[config.mk]
export PLATFORM = sky130hd
export DESIGN_NAME = pipe_adder_flat
export DESIGN_NICKNAME = d
export VERILOG_FILES = /design/src/rtl/pipe_adder_pkg.sv /design/src/rtl/pipe_adder_if.sv /design/src/rtl/pipe_add_seg.sv /design/src/rtl/pipe_adder.sv /design/src/flat_wrapper.sv
export SDC_FILE = /design/constraint.sdc
export NUM_CORES = 1
export LEC_CHECK = 0
export BUFFER_PORTS_ARGS = -buffer_cell sky130_fd_sc_hd__buf_2
export CAP_MARGIN = 20
export CORE_UTILIZATION = 38
export DETAILED_ROUTE_END_ITERATION = 10
export GPL_ROUTABILITY_DRIVEN = 0
export HOLD_SLACK_MARGIN = 0.02
export PLACE_DENSITY = 0.6
export SETUP_SLACK_MARGIN = 0.4
export SYNTH_ARGS = -nofsm -noshare
export SYNTH_HDL_FRONTEND = slang
export SYNTH_SLANG_ARGS = --single-unit
[constraint.sdc]
create_clock -name clk -period 5.8 [get_ports clk]
set_input_delay 0.29 -clock clk [delete_from_list [all_inputs] [get_ports clk]]
set_output_delay 0.29 -clock clk [all_outputs]
set_load 0.02 [all_outputs]
[src/rtl/pipe_adder_pkg.sv]
// Shared sizing helpers and defaults for the segmented pipelined adder.
package pipe_adder_pkg;

    localparam int unsigned DEF_WIDTH = 32;
    localparam int unsigned DEF_SEG   = 8;

    // Number of pipeline stages: one per SEG-bit segment.
    function automatic int unsigned calc_nstg(input int unsigned width, input int unsigned seg);
        return width / seg;
    endfunction

    // A build is legal only when WIDTH splits into whole, non-empty segments.
    function automatic bit seg_cfg_ok(input int unsigned width, input int unsigned seg);
        return (seg != 0) && (width >= seg) && ((width % seg) == 0);
    endfunction

endpackage

[src/rtl/pipe_adder_if.sv]
// Operand and result handshakes of the pipelined adder.
interface pipe_adder_if
    import pipe_adder_pkg::*;
#(
    parameter int unsigned WIDTH = DEF_WIDTH
);

    logic             in_valid;
    logic             in_ready;
    logic [WIDTH-1:0] a;
    logic [WIDTH-1:0] b;
    logic             cin;
    logic             sub;
    logic             out_valid;
    logic             out_ready;
    logic [WIDTH-1:0] sum;
    logic             cout;
    logic             ovf;

    modport master (
        output in_valid, a, b, cin, sub, out_ready,
        input  in_ready, out_valid, sum, cout, ovf
    );

    modport slave (
        input  in_valid, a, b, cin, sub, out_ready,
        output in_ready, out_valid, sum, cout, ovf
    );

endinterface

[src/rtl/pipe_add_seg.sv]
// SEG-bit combinational segment adder; also reports the carry into its MSB.
module pipe_add_seg #(
    parameter int unsigned SEG = 8
) (
    input  logic [SEG-1:0] a,
    input  logic [SEG-1:0] b,
    input  logic           ci,
    output logic [SEG-1:0] s,
    output logic           co,
    output logic           cm
);

    logic [SEG:0] full;

    // Segment sum; carry into the MSB recovered from the MSB sum bit.
    always_comb begin
        full = {1'b0, a} + {1'b0, b} + {{SEG{1'b0}}, ci};
        s    = full[SEG-1:0];
        co   = full[SEG];
        cm   = full[SEG-1] ^ a[SEG-1] ^ b[SEG-1];
    end

endmodule

[src/rtl/pipe_adder.sv]
// Pipelined adder/subtractor: one register stage per SEG-bit carry segment.
module pipe_adder
    import pipe_adder_pkg::*;
#(
    parameter int unsigned WIDTH = DEF_WIDTH,
    parameter int unsigned SEG   = DEF_SEG
) (
    input  logic        clk,
    input  logic        reset,
    pipe_adder_if.slave ifc
);

    localparam int unsigned NSTG = calc_nstg(WIDTH, SEG);

    if (!seg_cfg_ok(WIDTH, SEG)) begin : g_cfg_err
        $error("pipe_adder: WIDTH must be a non-zero multiple of SEG");
    end

    logic [WIDTH-1:0] b_eff;
    logic             c0;
    logic             adv;

    logic [SEG-1:0]   seg_a  [NSTG];
    logic [SEG-1:0]   seg_b  [NSTG];
    logic [SEG-1:0]   seg_s  [NSTG];
    logic             seg_cm [NSTG];
    logic [NSTG-1:0]  seg_ci;
    logic [NSTG-1:0]  seg_co;

    // acc: sum segments below the stage boundary, operand a above it.
    logic [WIDTH-1:0] acc_d [NSTG];
    logic [WIDTH-1:0] acc_q [NSTG];
    // bop: effective b, consumed one segment per stage.
    logic [WIDTH-1:0] bop_d [NSTG];
    logic [WIDTH-1:0] bop_q [NSTG];
    logic [NSTG-1:0]  cy_d, cy_q;
    logic [NSTG-1:0]  vld_d, vld_q;
    logic             ovf_d, ovf_q;

    // Subtract as a + ~b + 1.
    always_comb begin
        b_eff = ifc.sub ? ~ifc.b : ifc.b;
        c0    = ifc.sub ? 1'b1 : ifc.cin;
    end

    // Whole pipeline moves together unless the output beat is stalled.
    assign adv = !vld_q[NSTG-1] || ifc.out_ready;

    for (genvar k = 0; k < NSTG; k++) begin : g_stg
        if (k == 0) begin : g_head
            assign seg_a[k]  = ifc.a[SEG-1:0];
            assign seg_b[k]  = b_eff[SEG-1:0];
            assign seg_ci[k] = c0;
        end else begin : g_body
            assign seg_a[k]  = acc_q[k-1][k*SEG +: SEG];
            assign seg_b[k]  = bop_q[k-1][k*SEG +: SEG];
            assign seg_ci[k] = cy_q[k-1];
        end

        pipe_add_seg #(.SEG(SEG)) u_seg (
            .a  (seg_a[k]),
            .b  (seg_b[k]),
            .ci (seg_ci[k]),
            .s  (seg_s[k]),
            .co (seg_co[k]),
            .cm (seg_cm[k])
        );
    end

    // Next stage contents: shift everything one stage and drop in each segment sum.
    always_comb begin
        vld_d = vld_q;
        cy_d  = cy_q;
        ovf_d = ovf_q;
        acc_d = acc_q;
        bop_d = bop_q;
        if (adv) begin
            vld_d[0] = ifc.in_valid;
            acc_d[0] = ifc.a;
            bop_d[0] = b_eff;
            for (int unsigned k = 1; k < NSTG; k++) begin
                vld_d[k] = vld_q[k-1];
                acc_d[k] = acc_q[k-1];
                bop_d[k] = bop_q[k-1];
            end
            for (int unsigned k = 0; k < NSTG; k++) begin
                acc_d[k][k*SEG +: SEG] = seg_s[k];
                cy_d[k]                = seg_co[k];
            end
            ovf_d = seg_cm[NSTG-1] ^ seg_co[NSTG-1];
        end
    end

    // Datapath registers carry no reset.
    always_ff @(posedge clk) begin
        acc_q <= acc_d;
        bop_q <= bop_d;
        cy_q  <= cy_d;
        ovf_q <= ovf_d;
    end

    // Stage valid bits; reset discards every in-flight beat.
    always_ff @(posedge clk) begin
        if (reset) begin
            vld_q <= '0;
        end else begin
            vld_q <= vld_d;
        end
    end

    assign ifc.in_ready  = adv;
    assign ifc.out_valid = vld_q[NSTG-1];
    assign ifc.sum       = acc_q[NSTG-1];
    assign ifc.cout      = cy_q[NSTG-1];
    assign ifc.ovf       = ovf_q;

endmodule

[src/flat_wrapper.sv]
// flat-port wrapper written by rule: the top's interface ports become plain ports
module pipe_adder_flat import pipe_adder_pkg::*;
#(
    parameter int unsigned WIDTH = DEF_WIDTH,
    parameter int unsigned SEG   = DEF_SEG
)
  (clk, reset, ifc_in_valid, ifc_a, ifc_b, ifc_cin, ifc_sub, ifc_out_ready, ifc_in_ready, ifc_out_valid, ifc_sum, ifc_cout, ifc_ovf);
  pipe_adder_if #(.WIDTH(WIDTH)) ifc_i ();
  input  logic clk;
  input  logic reset;
  input wire logic [$bits(ifc_i.in_valid)-1:0] ifc_in_valid;
  input wire logic [$bits(ifc_i.a)-1:0] ifc_a;
  input wire logic [$bits(ifc_i.b)-1:0] ifc_b;
  input wire logic [$bits(ifc_i.cin)-1:0] ifc_cin;
  input wire logic [$bits(ifc_i.sub)-1:0] ifc_sub;
  input wire logic [$bits(ifc_i.out_ready)-1:0] ifc_out_ready;
  output wire logic [$bits(ifc_i.in_ready)-1:0] ifc_in_ready;
  output wire logic [$bits(ifc_i.out_valid)-1:0] ifc_out_valid;
  output wire logic [$bits(ifc_i.sum)-1:0] ifc_sum;
  output wire logic [$bits(ifc_i.cout)-1:0] ifc_cout;
  output wire logic [$bits(ifc_i.ovf)-1:0] ifc_ovf;
  assign ifc_i.in_valid = ifc_in_valid;
  assign ifc_i.a = ifc_a;
  assign ifc_i.b = ifc_b;
  assign ifc_i.cin = ifc_cin;
  assign ifc_i.sub = ifc_sub;
  assign ifc_i.out_ready = ifc_out_ready;
  assign ifc_in_ready = ifc_i.in_ready;
  assign ifc_out_valid = ifc_i.out_valid;
  assign ifc_sum = ifc_i.sum;
  assign ifc_cout = ifc_i.cout;
  assign ifc_ovf = ifc_i.ovf;
  pipe_adder #(.WIDTH(WIDTH), .SEG(SEG)) u_core (.clk(clk), .reset(reset), .ifc(ifc_i));
endmodule
==> results.cfg <==
[logic_synthesis]
synth_area_um2 = 7450
synth_compound_area_share_pct = 5.17
ys_async_sr_fraction_pct = 0
post_synth_and_or_nand_nor_area_fraction_pct = 2.64
ys_ff_latch = 185
synth.yosys.warnings = 0
number_of_instances_in_the_synthesized_netlist = 433
synthDistinctLibCells = 36
ys_seq_area_share_pct = 74.0
synth_area_per_cell_um2 = 17.2
synth_top_family_by_area = adder cells
synth.net_count = 539
synthMuxAreaShare_pct = 0.403
synth_edf_count = 181
synthFlopType = edfxtp_1
synth_adder_area_share_pct = 6.85
post_synth_xor_area_fraction_pct = 6.33

[sta]
finalSetupTns_ns = 0
final.min_clock_period_ns = 2.67
timing.fmax_ghz = 0.375
tightest_slew_ns = 1.03
final.period_utilization_pct = 46.0
timing.hold.ws_ns = 0.0422
maxSlewHeadroom_pct = 31.6
final-hold-violation-count = 0
grt_setup_unrepaired = false
final_max_slew_viol_count = 0
setup-violations-final = 0
fin_skew_ns = 0.0115

[route]
drc = 0
detailedRoute.firstIterationViolations = 205
drtAntennaViolNets = 0
drtPass1Iterations = 4
finalWirelength_um = 10600
detailroute.via_count = 3460
post_drt_wl_per_cell_um = 13.2
detail_route.vias_per_cell = 4.32

[clock_network]
clk_path_buf_depth = 2
tritoncts.num_buffers = 17
clkSlewWorstSetupHoldPaths_ns = 0.06
tritoncts_clock_tree = done
cts_num_sinks = 185
post_cts.repair.setup_buffers = 0
clock_latency_ns = 0.42
post_cts_resize_count = 0
cts_htree_levels = 4
cts-root-buf = clkbuf_16

[critical_path]
worstPathCellList = nand2b_4 -> buf_12 -> buf_2
critical_path.max_stage_delay_ns = 0.72
worst-setup-path-type = flop to output pin
ff2ff_path_depth = 8
critical_path_cell_count = 3
worst_path_cell_with_the_longest_stage_delay = nand2b_4
regToRegStartpoint = u_core.cy_q[1]$_DFFE_PP_
cp.required_ns = 5.51
cp.arrival_ns = 2.38
end_kind = output pin
worst_r2r_endpoint = u_core.cy_q[2]$_DFFE_PP_
worst_setup_path_start_kind = flop
crit_path_buf_inv_count = 2
path_delay_family = buffers and inverters
r2r_setup_slack_ns = 3.68
critical_path.endpoint = ifc_in_ready
critPathLaunch = u_core.vld_q[3]$_SDFFE_PP0P_
critical_path.max_fanout = 112

[global_route]
number_of_global_route_vias_before_repair = 3415
globalRoute.busiestLayer = met2
first_pass_grt_wire_length_um = 17000
globalRouteMet1Util_pct = 12.2
groute.layer.met2.usage_pct = 20.2
antenna_violations_before_repair = 0
global_route.usage.met3_pct = 3.13
grt.overflow.total = 0
pin_count_of_the_biggest_net_entering_global_routing = 113
grt_use_total_pct = 11.3

[pwr]
powerDensity_nw_per_um2 = 399
vdd_ir_drop_max_v = 0.000170
power_leakage_nw = 3.48

[floorplanning]
initial_core_util_pct = 39.3
die_area_um2 = 20200
floorplan.core_area_um2 = 19000
die_width_um = 142
floorplan.rows = 50
chipHeight_um = 142
top_level_ports = 106

[worst_hold_path]
hold_class = primary input to flop

[final_layout]
syn_to_final_growth_pct = 17.0
drive_above_1_share_pct = 27.9
antenna_cells = 0
fin_nets = 635
final_common_cell = edfxtp_1
layout_common_cells = edfxtp_1, buf_2, xor2_1

[run]
cap_viol_max_count = 0

[outcome]
status = finished clean

[placed_design]
place_hpwl_um = 6980
placement.io_buffers = 105
[worst min-delay path by stage]
stage                                     startpoint                           end  cells after the start
after floorplan                                reset  u_core.vld_q[3]$_SDFFE_PP0P_                      1
after global placement    u_core.acc_q[53]$_DFFE_PP_  u_core.ifc.sum[21]$_DFFE_PP_                      0
after detailed placement  u_core.acc_q[71]$_DFFE_PP_    u_core.acc_q[39]$_DFFE_PP_                      0
after CTS                                  ifc_a[11]   u_core.acc_q[107]$_DFFE_PP_                      1
after global routing                       ifc_a[30]   u_core.acc_q[126]$_DFFE_PP_                      1
final                                      ifc_a[11]   u_core.acc_q[107]$_DFFE_PP_                      1
[registers in the layout, summed over array words and instances (netlist names)]
signal	flops
u_core.acc_q	96
u_core.cy_q	4
u_core.bop_q	48
u_core.ifc.ovf	1
u_core.ifc.sum	32
u_core.vld_q	4
[cells in the mapped netlist (all sizes together), types with 2 or more instances]
cell	number	area share (%)
a211oi	4	0.47
a21boi	6	0.76
a21o	4	0.40
a21oi	12	0.81
buf	35	3.4
clkbuf	2	0.10
dfxtp	4	1.1
edfxtp	181	73
fa	8	2.1
ha	28	4.7
inv	21	1.1
mux2i	3	0.40
nand2	4	0.24
nor2	29	1.5
nor2b	5	0.42
o21a	3	0.30
o21ai	14	1.1
o22ai	4	0.34
o31ai	3	0.50
or3	3	0.25
xnor2	21	2.6
xor2	32	3.8
[kinds of logic after synthesis]
kind of cell               after synthesis
and+or+nand+nor                         44
AOI/OAI and AO/OA                       54
xor gates and xnor gates                53
buffers and inverters                   58
adders and majority gates               36
DFF                                    185
muxes                                    3
[final cells by class]
class / count / area (um2)
clock buffers: 18 / 429
clock inverters: 13 / 145
fillers: 1654 / 10200
inverters: 21 / 78.8
multi-input cells: 190 / 1600
flip-flops and latches: 185 / 5520
well taps: 260 / 325
repair buffers: 114 / 626
[routing by layer]
| layer | wire, um | share of wire, % |
|---|---|---|
| met3 | 364 | 3.4 |
| met1 | 4220 | 40 |
| met2 | 5830 | 55 |
| met5 | 0 | 0 |
| met4 | 170 | 1.6 |
[worst reg2reg max path, cell delays in order, from the launching register on]
cell and delay, ns:
edfxtp_1 0.42, fa_1 0.46, inv_1 0.08, fa_1 0.20, nor2b_1 0.07, o21ai_2 0.15, a21boi_2 0.12, o31ai_2 0.25
a21oi_1 0.11
[power breakdown]
group / switching, mW / leakage [nW] / internal (mW)
combinational: 0.297 / 1.26 / 0.205
clock: 0.487 / 0.275 / 0.637
sequential: 0.0670 / 1.94 / 1.78
[through the flow]
step	std cells	setup WS [ns]	utilization, %	power (mW)	cell area, um2
floorplan	433	2.38	-	2.31	7450
global placement	762	2.96	42.6	2.36	8070
detailed placement	762	2.80	42.6	2.38	8070
CTS	796	3.06	45.7	3.52	8670
global route	801	2.93	46.0	3.63	8720
finish	801	3.13	46.0	3.48	8720
[timing repair]
item,CTS,global route
hold endpoints to repair,3,5
hold buffers,3,5
endpoints found under the setup margin,0,0
Note: power is estimated with default switching activity, not from simulation.
